**config.mk**
```make
export PLATFORM = sky130hd
export DESIGN_NAME = adder_share_arbiter_flat
export DESIGN_NICKNAME = d
export VERILOG_FILES = /design/src/rtl/adder_share_arbiter_pkg.sv /design/src/rtl/adder_share_arbiter_if.sv /design/src/rtl/adder_share_arbiter_rr_pick.sv /design/src/rtl/adder_share_arbiter.sv /design/src/flat_wrapper.sv
export SDC_FILE = /design/constraint.sdc
export NUM_CORES = 1
export LEC_CHECK = 0
export CORE_MARGIN = 5
export CORE_UTILIZATION = 24
export DETAILED_ROUTE_END_ITERATION = 10
export PLACE_DENSITY_LB_ADDON = 0.12
export SETUP_SLACK_MARGIN = 0.5
export SLEW_MARGIN = 20
export SYNTH_ARGS = -nofsm -noshare
export SYNTH_HDL_FRONTEND = slang
export SYNTH_HIERARCHICAL = 1
export SYNTH_SLANG_ARGS = --single-unit
```
**constraint.sdc**
```tcl
create_clock -name clk -period 4.03 [get_ports clk]
set_input_delay 1.209 -clock clk [delete_from_list [all_inputs] [get_ports clk]]
set_output_delay 1.209 -clock clk [all_outputs]
set_load 0.02 [all_outputs]
```
**src/rtl/adder_share_arbiter_pkg.sv**
```systemverilog
// Shared definitions for the adder-sharing arbiter: FSM state encoding and
// default sizing.
package adder_share_pkg;

    localparam int DEF_W    = 16;
    localparam int DEF_NREQ = 4;

    typedef enum logic [1:0] {
        ST_IDLE = 2'd0,
        ST_ADD  = 2'd1,
        ST_RESP = 2'd2
    } state_t;

endpackage

```
**src/rtl/adder_share_arbiter_if.sv**
```systemverilog
// Request, shared-adder and response signals of the arbiter. The slave modport
// is the arbiter; the master modport is the environment around it.
interface adder_share_arbiter_if
    import adder_share_pkg::*;
#(
    parameter int NREQ = DEF_NREQ,
    parameter int W    = DEF_W
) ();

    localparam int IDW = $clog2(NREQ);

    logic [NREQ-1:0]   req_valid;
    logic [NREQ-1:0]   req_ready;
    logic [NREQ*W-1:0] req_a;
    logic [NREQ*W-1:0] req_b;
    logic [NREQ-1:0]   req_cin;
    logic [W-1:0]      add_a;
    logic [W-1:0]      add_b;
    logic              add_cin;
    logic [W-1:0]      add_sum;
    logic              add_cout;
    logic              rsp_valid;
    logic              rsp_ready;
    logic [IDW-1:0]    rsp_id;
    logic [W-1:0]      rsp_sum;
    logic              rsp_cout;

    modport master (
        output req_valid, req_a, req_b, req_cin, add_sum, add_cout, rsp_ready,
        input  req_ready, add_a, add_b, add_cin, rsp_valid, rsp_id, rsp_sum, rsp_cout
    );

    modport slave (
        input  req_valid, req_a, req_b, req_cin, add_sum, add_cout, rsp_ready,
        output req_ready, add_a, add_b, add_cin, rsp_valid, rsp_id, rsp_sum, rsp_cout
    );

endinterface

```
**src/rtl/adder_share_arbiter_rr_pick.sv**
```systemverilog
// Combinational round-robin picker: first set request after i_ptr (wrapping at
// NREQ-1), returned as a one-hot grant plus its index.
module rr_pick #(
    parameter int NREQ = 4,
    localparam int IDW = $clog2(NREQ)
) (
    input  logic [NREQ-1:0] i_req,
    input  logic [IDW-1:0]  i_ptr,
    output logic [NREQ-1:0] o_gnt,
    output logic [IDW-1:0]  o_idx,
    output logic            o_any
);

    logic [IDW-1:0] w_cand;

    always_comb begin
        // NOTE: every output gets a default before the search so no path leaves
        // one unassigned; otherwise synthesis would infer latches.
        o_gnt  = '0;
        o_idx  = '0;
        o_any  = 1'b0;
        w_cand = '0;
        for (int k = 1; k <= NREQ; k++) begin
            w_cand = IDW'((int'(i_ptr) + k) % NREQ);
            if (!o_any && i_req[w_cand]) begin
                o_any         = 1'b1;
                o_idx         = w_cand;
                o_gnt[w_cand] = 1'b1;
            end
        end
    end

endmodule

```
**src/rtl/adder_share_arbiter.sv**
```systemverilog
// Round-robin sequencer that feeds one external W-bit adder from registered
// operands and returns the tagged, registered result.
module adder_share_arbiter
    import adder_share_pkg::*;
#(
    parameter int NREQ = DEF_NREQ,
    parameter int W    = DEF_W
) (
    input logic                  clk,
    input logic                  rst,
    adder_share_arbiter_if.slave bus
);

    localparam int IDW = $clog2(NREQ);

    state_t          r_state;
    state_t          w_state_nxt;
    logic [IDW-1:0]  r_ptr;
    logic [IDW-1:0]  r_id;
    logic [IDW-1:0]  r_rsp_id;
    logic [W-1:0]    r_op_a;
    logic [W-1:0]    r_op_b;
    logic            r_op_cin;
    logic [W-1:0]    r_rsp_sum;
    logic            r_rsp_cout;
    logic [NREQ-1:0] w_gnt;
    logic [NREQ-1:0] w_req_ready;
    logic [IDW-1:0]  w_idx;
    logic            w_any;
    logic            w_accept;

    rr_pick #(.NREQ(NREQ)) u_pick (
        .i_req (bus.req_valid),
        .i_ptr (r_ptr),
        .o_gnt (w_gnt),
        .o_idx (w_idx),
        .o_any (w_any)
    );

    always_ff @(posedge clk) begin
        // NOTE: clocked state is written with <= so every register samples the
        // pre-edge values, independent of statement order.
        if (rst) r_state <= ST_IDLE;
        else     r_state <= w_state_nxt;
    end

    // Grants are suppressed while rst is high so no requester sees a false accept.
    always_comb begin
        w_state_nxt = r_state;
        w_accept    = 1'b0;
        w_req_ready = '0;
        case (r_state)
            ST_IDLE: begin
                if (w_any && !rst) begin
                    w_accept    = 1'b1;
                    w_req_ready = w_gnt;
                    w_state_nxt = ST_ADD;
                end
            end
            ST_ADD:  w_state_nxt = ST_RESP;
            ST_RESP: if (bus.rsp_ready) w_state_nxt = ST_IDLE;
            default: w_state_nxt = ST_IDLE;
        endcase
    end

    always_ff @(posedge clk) begin
        if (rst) begin
            r_ptr      <= IDW'(NREQ - 1);
            r_id       <= '0;
            r_op_a     <= '0;
            r_op_b     <= '0;
            r_op_cin   <= 1'b0;
            r_rsp_id   <= '0;
            r_rsp_sum  <= '0;
            r_rsp_cout <= 1'b0;
        end else begin
            if (w_accept) begin
                r_op_a   <= bus.req_a[int'(w_idx) * W +: W];
                r_op_b   <= bus.req_b[int'(w_idx) * W +: W];
                r_op_cin <= bus.req_cin[w_idx];
                r_id     <= w_idx;
                r_ptr    <= w_idx;
            end
            if (r_state == ST_ADD) begin
                r_rsp_sum  <= bus.add_sum;
                r_rsp_cout <= bus.add_cout;
                r_rsp_id   <= r_id;
            end
        end
    end

    assign bus.req_ready = w_req_ready;
    assign bus.add_a     = r_op_a;
    assign bus.add_b     = r_op_b;
    assign bus.add_cin   = r_op_cin;
    assign bus.rsp_valid = (r_state == ST_RESP);
    assign bus.rsp_id    = r_rsp_id;
    assign bus.rsp_sum   = r_rsp_sum;
    assign bus.rsp_cout  = r_rsp_cout;

endmodule
```
**src/flat_wrapper.sv**
```systemverilog
// flat-port wrapper written by rule: the top's interface ports become plain ports
module adder_share_arbiter_flat import adder_share_pkg::*;
#(
    parameter int NREQ = DEF_NREQ,
    parameter int W    = DEF_W
)
  (clk, rst, bus_req_valid, bus_req_a, bus_req_b, bus_req_cin, bus_add_sum, bus_add_cout, bus_rsp_ready, bus_req_ready, bus_add_a, bus_add_b, bus_add_cin, bus_rsp_valid, bus_rsp_id, bus_rsp_sum, bus_rsp_cout);
  adder_share_arbiter_if #(.NREQ(NREQ), .W(W)) bus_i ();
  input logic clk;
  input logic rst;
  input wire logic [$bits(bus_i.req_valid)-1:0] bus_req_valid;
  input wire logic [$bits(bus_i.req_a)-1:0] bus_req_a;
  input wire logic [$bits(bus_i.req_b)-1:0] bus_req_b;
  input wire logic [$bits(bus_i.req_cin)-1:0] bus_req_cin;
  input wire logic [$bits(bus_i.add_sum)-1:0] bus_add_sum;
  input wire logic [$bits(bus_i.add_cout)-1:0] bus_add_cout;
  input wire logic [$bits(bus_i.rsp_ready)-1:0] bus_rsp_ready;
  output wire logic [$bits(bus_i.req_ready)-1:0] bus_req_ready;
  output wire logic [$bits(bus_i.add_a)-1:0] bus_add_a;
  output wire logic [$bits(bus_i.add_b)-1:0] bus_add_b;
  output wire logic [$bits(bus_i.add_cin)-1:0] bus_add_cin;
  output wire logic [$bits(bus_i.rsp_valid)-1:0] bus_rsp_valid;
  output wire logic [$bits(bus_i.rsp_id)-1:0] bus_rsp_id;
  output wire logic [$bits(bus_i.rsp_sum)-1:0] bus_rsp_sum;
  output wire logic [$bits(bus_i.rsp_cout)-1:0] bus_rsp_cout;
  assign bus_i.req_valid = bus_req_valid;
  assign bus_i.req_a = bus_req_a;
  assign bus_i.req_b = bus_req_b;
  assign bus_i.req_cin = bus_req_cin;
  assign bus_i.add_sum = bus_add_sum;
  assign bus_i.add_cout = bus_add_cout;
  assign bus_i.rsp_ready = bus_rsp_ready;
  assign bus_req_ready = bus_i.req_ready;
  assign bus_add_a = bus_i.add_a;
  assign bus_add_b = bus_i.add_b;
  assign bus_add_cin = bus_i.add_cin;
  assign bus_rsp_valid = bus_i.rsp_valid;
  assign bus_rsp_id = bus_i.rsp_id;
  assign bus_rsp_sum = bus_i.rsp_sum;
  assign bus_rsp_cout = bus_i.rsp_cout;
  adder_share_arbiter #(.NREQ(NREQ), .W(W)) u_core (.clk(clk), .rst(rst), .bus(bus_i));
endmodule
```
# --- Word-level counts from Yosys, hierarchy flattened ---
# Index checks and enable logic that the tools add are counted.
totals:
  regBits: 58
  inputBits: 156
  wordCells: 82
op_classes:
  addsub: 4
  order_cmp: 9
  eq_ne: 4
  shifts: 2
  n_mux: 37
  n_bitwise: 3
  n_reduce_logical: 14
ops:
  columns: ["cell", "count"]
  rows:
  - ["64-bit by 7-bit indexed part select with 16-bit output", 2]
  - ["4-bit 2-to-1 mux", 6]
  - ["2-bit by 3-bit less-than comparator with 1-bit output, second input constant", 5]
  - ["1-bit 2-to-1 mux", 15]
  - ["2-bit 2-to-1 mux", 6]
  - ["4-bit bitwise OR", 3]
  - ["1-bit binary-select mux with 2-bit select", 5]
  - ["1-bit demux with 2-bit select", 4]
  - ["2-bit by 1-bit greater-or-equal comparator with 1-bit output, second input constant", 4]
  - ["1-bit logical AND", 8]
  - ["2-bit one-hot mux with 3 select lines", 1]
  - ["2-bit by 1-bit adder with 2-bit output, second input constant", 2]
  - ["2-bit adder, second input constant", 2]
  - ["1-bit logical NOT", 4]
  - ["2-bit by 1-bit == test with 1-bit output, second input constant", 1]
  - ["2-bit == test, second input constant", 1]
  - ["2-bit logical NOT", 1]
  - ["2-bit by 1-bit inequality test with 1-bit output, second input constant", 1]
  - ["2-bit inequality test, second input constant", 1]
  - ["2-bit AND reduction", 1]

# --- Logic depth before layout (Yosys ltp) ---
logic_depth:
  word_depth: 16
  depth_mapped: 13
  ltp_nobuf: 9

# --- Hierarchy ---
# The synthesis kept the hierarchy.
by_module_without_submodules:
  columns: ["mod", "instances", "cells_each", "area_per_inst_um2"]
  rows:
  - ["adder_share_arbiter", 1, 293, 2964.1]
  - ["rr_pick", 1, 68, 525.5]

# --- Worst setup path before layout ---
# No wires, ideal clock.
synth_timing:
  path_type: "input port to output port"
  start: "input bus_req_valid[0]"
  end: "output bus_req_ready[0]"
  arrival_time_ps: 2465
  slack_ps: 356
  path_stages: 5
  n_path_buf: 1
  cell_sequence: "buf_6 > mux4_2 > a211oi_4 > a221o_1 > and2_1"
synth_lines:
  columns: ["element", "line_no", "text"]
  rows:
  - ["from (decl)", "flat_wrapper.sv:11", "input wire logic [$bits(bus_i.req_valid)-1:0] bus_req_valid;"]
  - ["1-bit binary-select mux with 2-bit select", "adder_share_arbiter_rr_pick.sv:25", "if (!o_any && i_req[w_cand]) begin"]
  - ["1-bit 2-to-1 mux (implied by the code)", "adder_share_arbiter_rr_pick.sv:25", null]
  - ["1-bit 2-to-1 mux", "adder_share_arbiter_rr_pick.sv:25", null]
  - ["1-bit logical NOT", "adder_share_arbiter_rr_pick.sv:25", null]
  - ["1-bit logical AND", "adder_share_arbiter_rr_pick.sv:25", null]
  - ["1-bit 2-to-1 mux", "adder_share_arbiter_rr_pick.sv:25", null]
  - ["1-bit logical NOT", "adder_share_arbiter_rr_pick.sv:25", null]
  - ["1-bit logical AND", "adder_share_arbiter_rr_pick.sv:25", null]
  - ["1-bit 2-to-1 mux", "adder_share_arbiter_rr_pick.sv:25", null]
  - ["1-bit logical NOT", "adder_share_arbiter_rr_pick.sv:25", null]
  - ["1-bit logical AND", "adder_share_arbiter_rr_pick.sv:25", null]
  - ["4-bit 2-to-1 mux (*)", "adder_share_arbiter_rr_pick.sv:25", null]
  - ["net u_core.w_gnt[0]", "adder_share_arbiter.sv:26", "logic [NREQ-1:0] w_gnt;"]
  - ["4-bit 2-to-1 mux (*)", "adder_share_arbiter.sv:54", "if (w_any && !rst) begin"]
  - ["4-bit 2-to-1 mux (*)", "adder_share_arbiter.sv:52", "case (r_state)"]
  - ["to (decl)", "flat_wrapper.sv:18", "output wire logic [$bits(bus_i.req_ready)-1:0] bus_req_ready;"]
# Mark *: on every way through the listed nets, which the timed path passes. The rest lies on a longest branch. The select of a mux whose other input is x is not followed.

# --- Final worst setup path ---
# Ends and elaborated chain as after synthesis.

==> summary.txt <==
Global routing
  – Initial antenna violation count: 1
  – First-pass GRT wire length: 18600 um
  – Vias in the first global route: 3696
  – Largest net degree at the start of global routing: 58
  – GRT Util Overall: 0.137
  – Remaining Overflow, GRT: 0

Power and ir drop
  – Design Power: 3.04 mW
  – Pleak: 2.26 nW
  – Pwr/cell area: 492 nW/um^2
  – Max VDD drop: 207 uV

STA
  – RSZ-0062 raised after global routing: true
  – Final setup fails: 0
  – Final Hold Violating Endpoints: 0
  – Relative slew slack: 0.505
  – Period utilisation layout: 0.968
  – F_max: 256 MHz
  – Slew Viols, Final: 0
  – Minimum clock period: 3.90 ns
  – Slew @ Worst Pin: 0.742 ns
  – Clk_skew: 0.00649 ns

Clock network
  – Clock sinks: 58
  – Clk buf depth: 2
  – TritonCTS Buffers: 9
  – CTS tree: built
  – CTS Root Cell: clkbuf_16
  – Clk pin slew, worst setup/hold paths: 0.06 ns
  – Htree depth: 3
  – Worst skew pair latency: 0.32 ns

Route
  – Routed length per instance: 15.5 um
  – DRC Markers: 0
  – Final WL: 11800 um
  – Router iterations before antenna repair: 4
  – Post-DR vias/cell: 4.54
  – Initial DRC count: 178
  – Final ANT Viol Nets: 0
  – Vias: 3479

Synthesis
  – Post-synth EDFFs: 0
  – Seq/Total Area, Yosys: 0.333
  – Mapped Cells: 361
  – Syn. warnings: 6
  – Top area cells in the synthesized netlist: dfxtp_1 (33%), mux4_2 (22%), nand2_1 (9.1%), nand2b_1 (6.8%), o21ai_1 (4.9%)
  – Cell Area, Synth: 3490 sq um
  – Synth top cells by count: nand2_1 (85), dfxtp_1 (58), nand2b_1 (38), mux4_2 (34), o21ai_1 (34)
  – Syn nets: 525
  – Leading register cell type out of synthesis: dfxtp_1
  – Yosys top cell area share: 0.333
  – Async SR Flop Fraction: 0
  – Distinct cell type count after synthesis: 38
  – Most area-hungry cell type in the Yosys netlist: dfxtp_1
  – Count leader, synth: nand2_1
  – Synth Area per Inst: 9.67 sq um
  – #FFs+latches synth: 58

Place
  – GP Congestion: 0.772
  – Dpl hpwl: 9240 um
  – Port bufs: 212

Final layout
  – # fillers: 1427
  – Layout Utilization: 0.429
  – Layout Area Growth over Synthesis: 77.3%
  – Diodes inserted: 0
  – Final #Nets: 741
  – Layout cell share with drive strength beyond 1: 0.180

Setup path
  – Crit-path max cell delay: 0.55 ns
  – Worst Path Required: 2.82 ns
  – Crit path kind: in -> out
  – Critical Path Sink Type: output port
  – Crit path max fanout: 5
  – Crit path DAT: 2.69 ns
  – Cell Chain, Critical Path: buf_8 -> mux4_2 -> buf_6 -> nand2_2 -> o21ai_1 -> a221o_1 -> and2_4 -> buf_6
  – Most Frequent Cell on Critical Path: buf_6
  – CP Launch Type: primary input
  – CP top delay family: multiplexers
  – CP Buf/Inv Count: 3
  – Crit-path slowest cell: mux4_2

Floorplan
  – Starting Density: 0.242
  – # IOs: 213
  – Core Box Area: 14400 sq um
  – Chip Height: 131 um
  – Die area: 17100 sq um
  – Die Wd: 131 um
  – Row count: 44

Flow run
  – Max-cap check violation count: 0

Min path
  – Hold/Removal Path Class: reg -> reg

Outcome
  – Status: finished, final reports clean
[cells by family (layout without fill, tap and decap cells)]
kind of cell               Yosys count  in the layout  synth area share
and+or+nand+nor                    143            143             0.195
AOI/OAI and AO/OA                   81             81             0.138
DFF                                 58             58             0.333
muxes                               37             37             0.232
buffers and inverters               34            255            0.0735
adders and majority gates            8              8            0.0287
[power by group]
part,internal [mW],switching (mW),total [mW]
clock network,0.546,0.278,0.824
registers,0.692,0.0618,0.754
logic,0.805,0.662,1.47
total,2.04,1.00,3.04
[flip-flops by register name (all words and copies together), names as in the netlist]
register and cells:
u_core/bus.rsp_id 2, u_core/bus.add_cin 1, u_core/bus.rsp_cout 1, u_core/r_ptr 2, u_core/bus.rsp_sum 16, u_core/bus.add_b 16, u_core/bus.add_a 16, u_core/r_id 2
u_core/r_state 2
[what timing repair did]
item / CTS / global route
endpoints found under the setup margin: 37 / 4
hold buffers: 0 / 0
gates resized for setup: 51 / 6
setup buffers: 3 / 0
pin swaps: 4 / 2
[layout make-up]
cell class / instances / area, sq um / area share
Clock buffer: 9 / 225 / 0.0364
Inverter: 4 / 15.0 / 0.00243
Timing Repair Buffer: 235 / 2340 / 0.377
Clock inverter: 7 / 103 / 0.0166
Sequential cell: 58 / 1160 / 0.188
Multi-Input combinational cell: 269 / 2120 / 0.342
Tap cell: 184 / 230 / 0.0372
[layer usage]
layer	track usage	up-vias	wire, um
li1	-	1707	-
met1	0.155	1582	4540
met4	0.0472	2	159
met3	0.0654	21	1490
met5	0	-	13
met2	0.229	167	5630
[final timing paths]
kind,cells past startpoint,slack (ns),startpoint,to
worst max-delay path,8,0.13,bus_req_valid[0],bus_req_ready[0]
worst min-delay path,2,0.45,u_core/bus.rsp_sum[7]$_SDFFE_PP0N_,u_core/bus.rsp_sum[7]$_SDFFE_PP0N_
worst max register to register,11,1.10,u_core/r_ptr[0]$_SDFFE_PP1P_,u_core/bus.add_a[0]$_SDFFE_PP0P_
worst min register to register,2,0.45,u_core/bus.rsp_sum[7]$_SDFFE_PP0N_,u_core/bus.rsp_sum[7]$_SDFFE_PP0N_
[layout by cell type (no fill, tap or decap), types with 8 or more instances in the layout]
cell,n
clkbuf_16,9
o21ai_1,32
buf_4,20
o21ai_0,8
nand2_1,83
ha_1,8
a21oi_1,23
mux4_2,34
dfxtp_1,58
nand2b_1,37
clkdlybuf4s50_1,203
[metrics by stage]
| stage | TNS (ns) | std cells | hold WS (ns) | instance area, sq um | setup slack (ns) |
|---|---|---|---|---|---|
| 5_1_grt | 0 | 766 | 0.473 | 6190 | 0.107 |
| 4_1_cts | 0 | 766 | 0.456 | 6170 | 0.144 |
| 6_report | 0 | 766 | 0.453 | 6190 | 0.129 |
| 3_3_place_gp | -2.40 | 747 | 0.443 | 5780 | -0.604 |
| 3_5_place_dp | -2.50 | 747 | 0.448 | 5790 | -0.647 |
| 2_1_floorplan | 0 | 361 | 0.432 | 3510 | 0.411 |
[worst register-to-register path: cells and delay by family, from the launching register on]
family	cells	cell delay, ns
flip-flops	1	0.34
multiplexers	2	1.18
buffers and inverters	3	0.68
AND/OR/NAND/NOR	3	0.23
AO/OA/AOI/OAI	3	0.37
(Power assumes the default switching activity.)
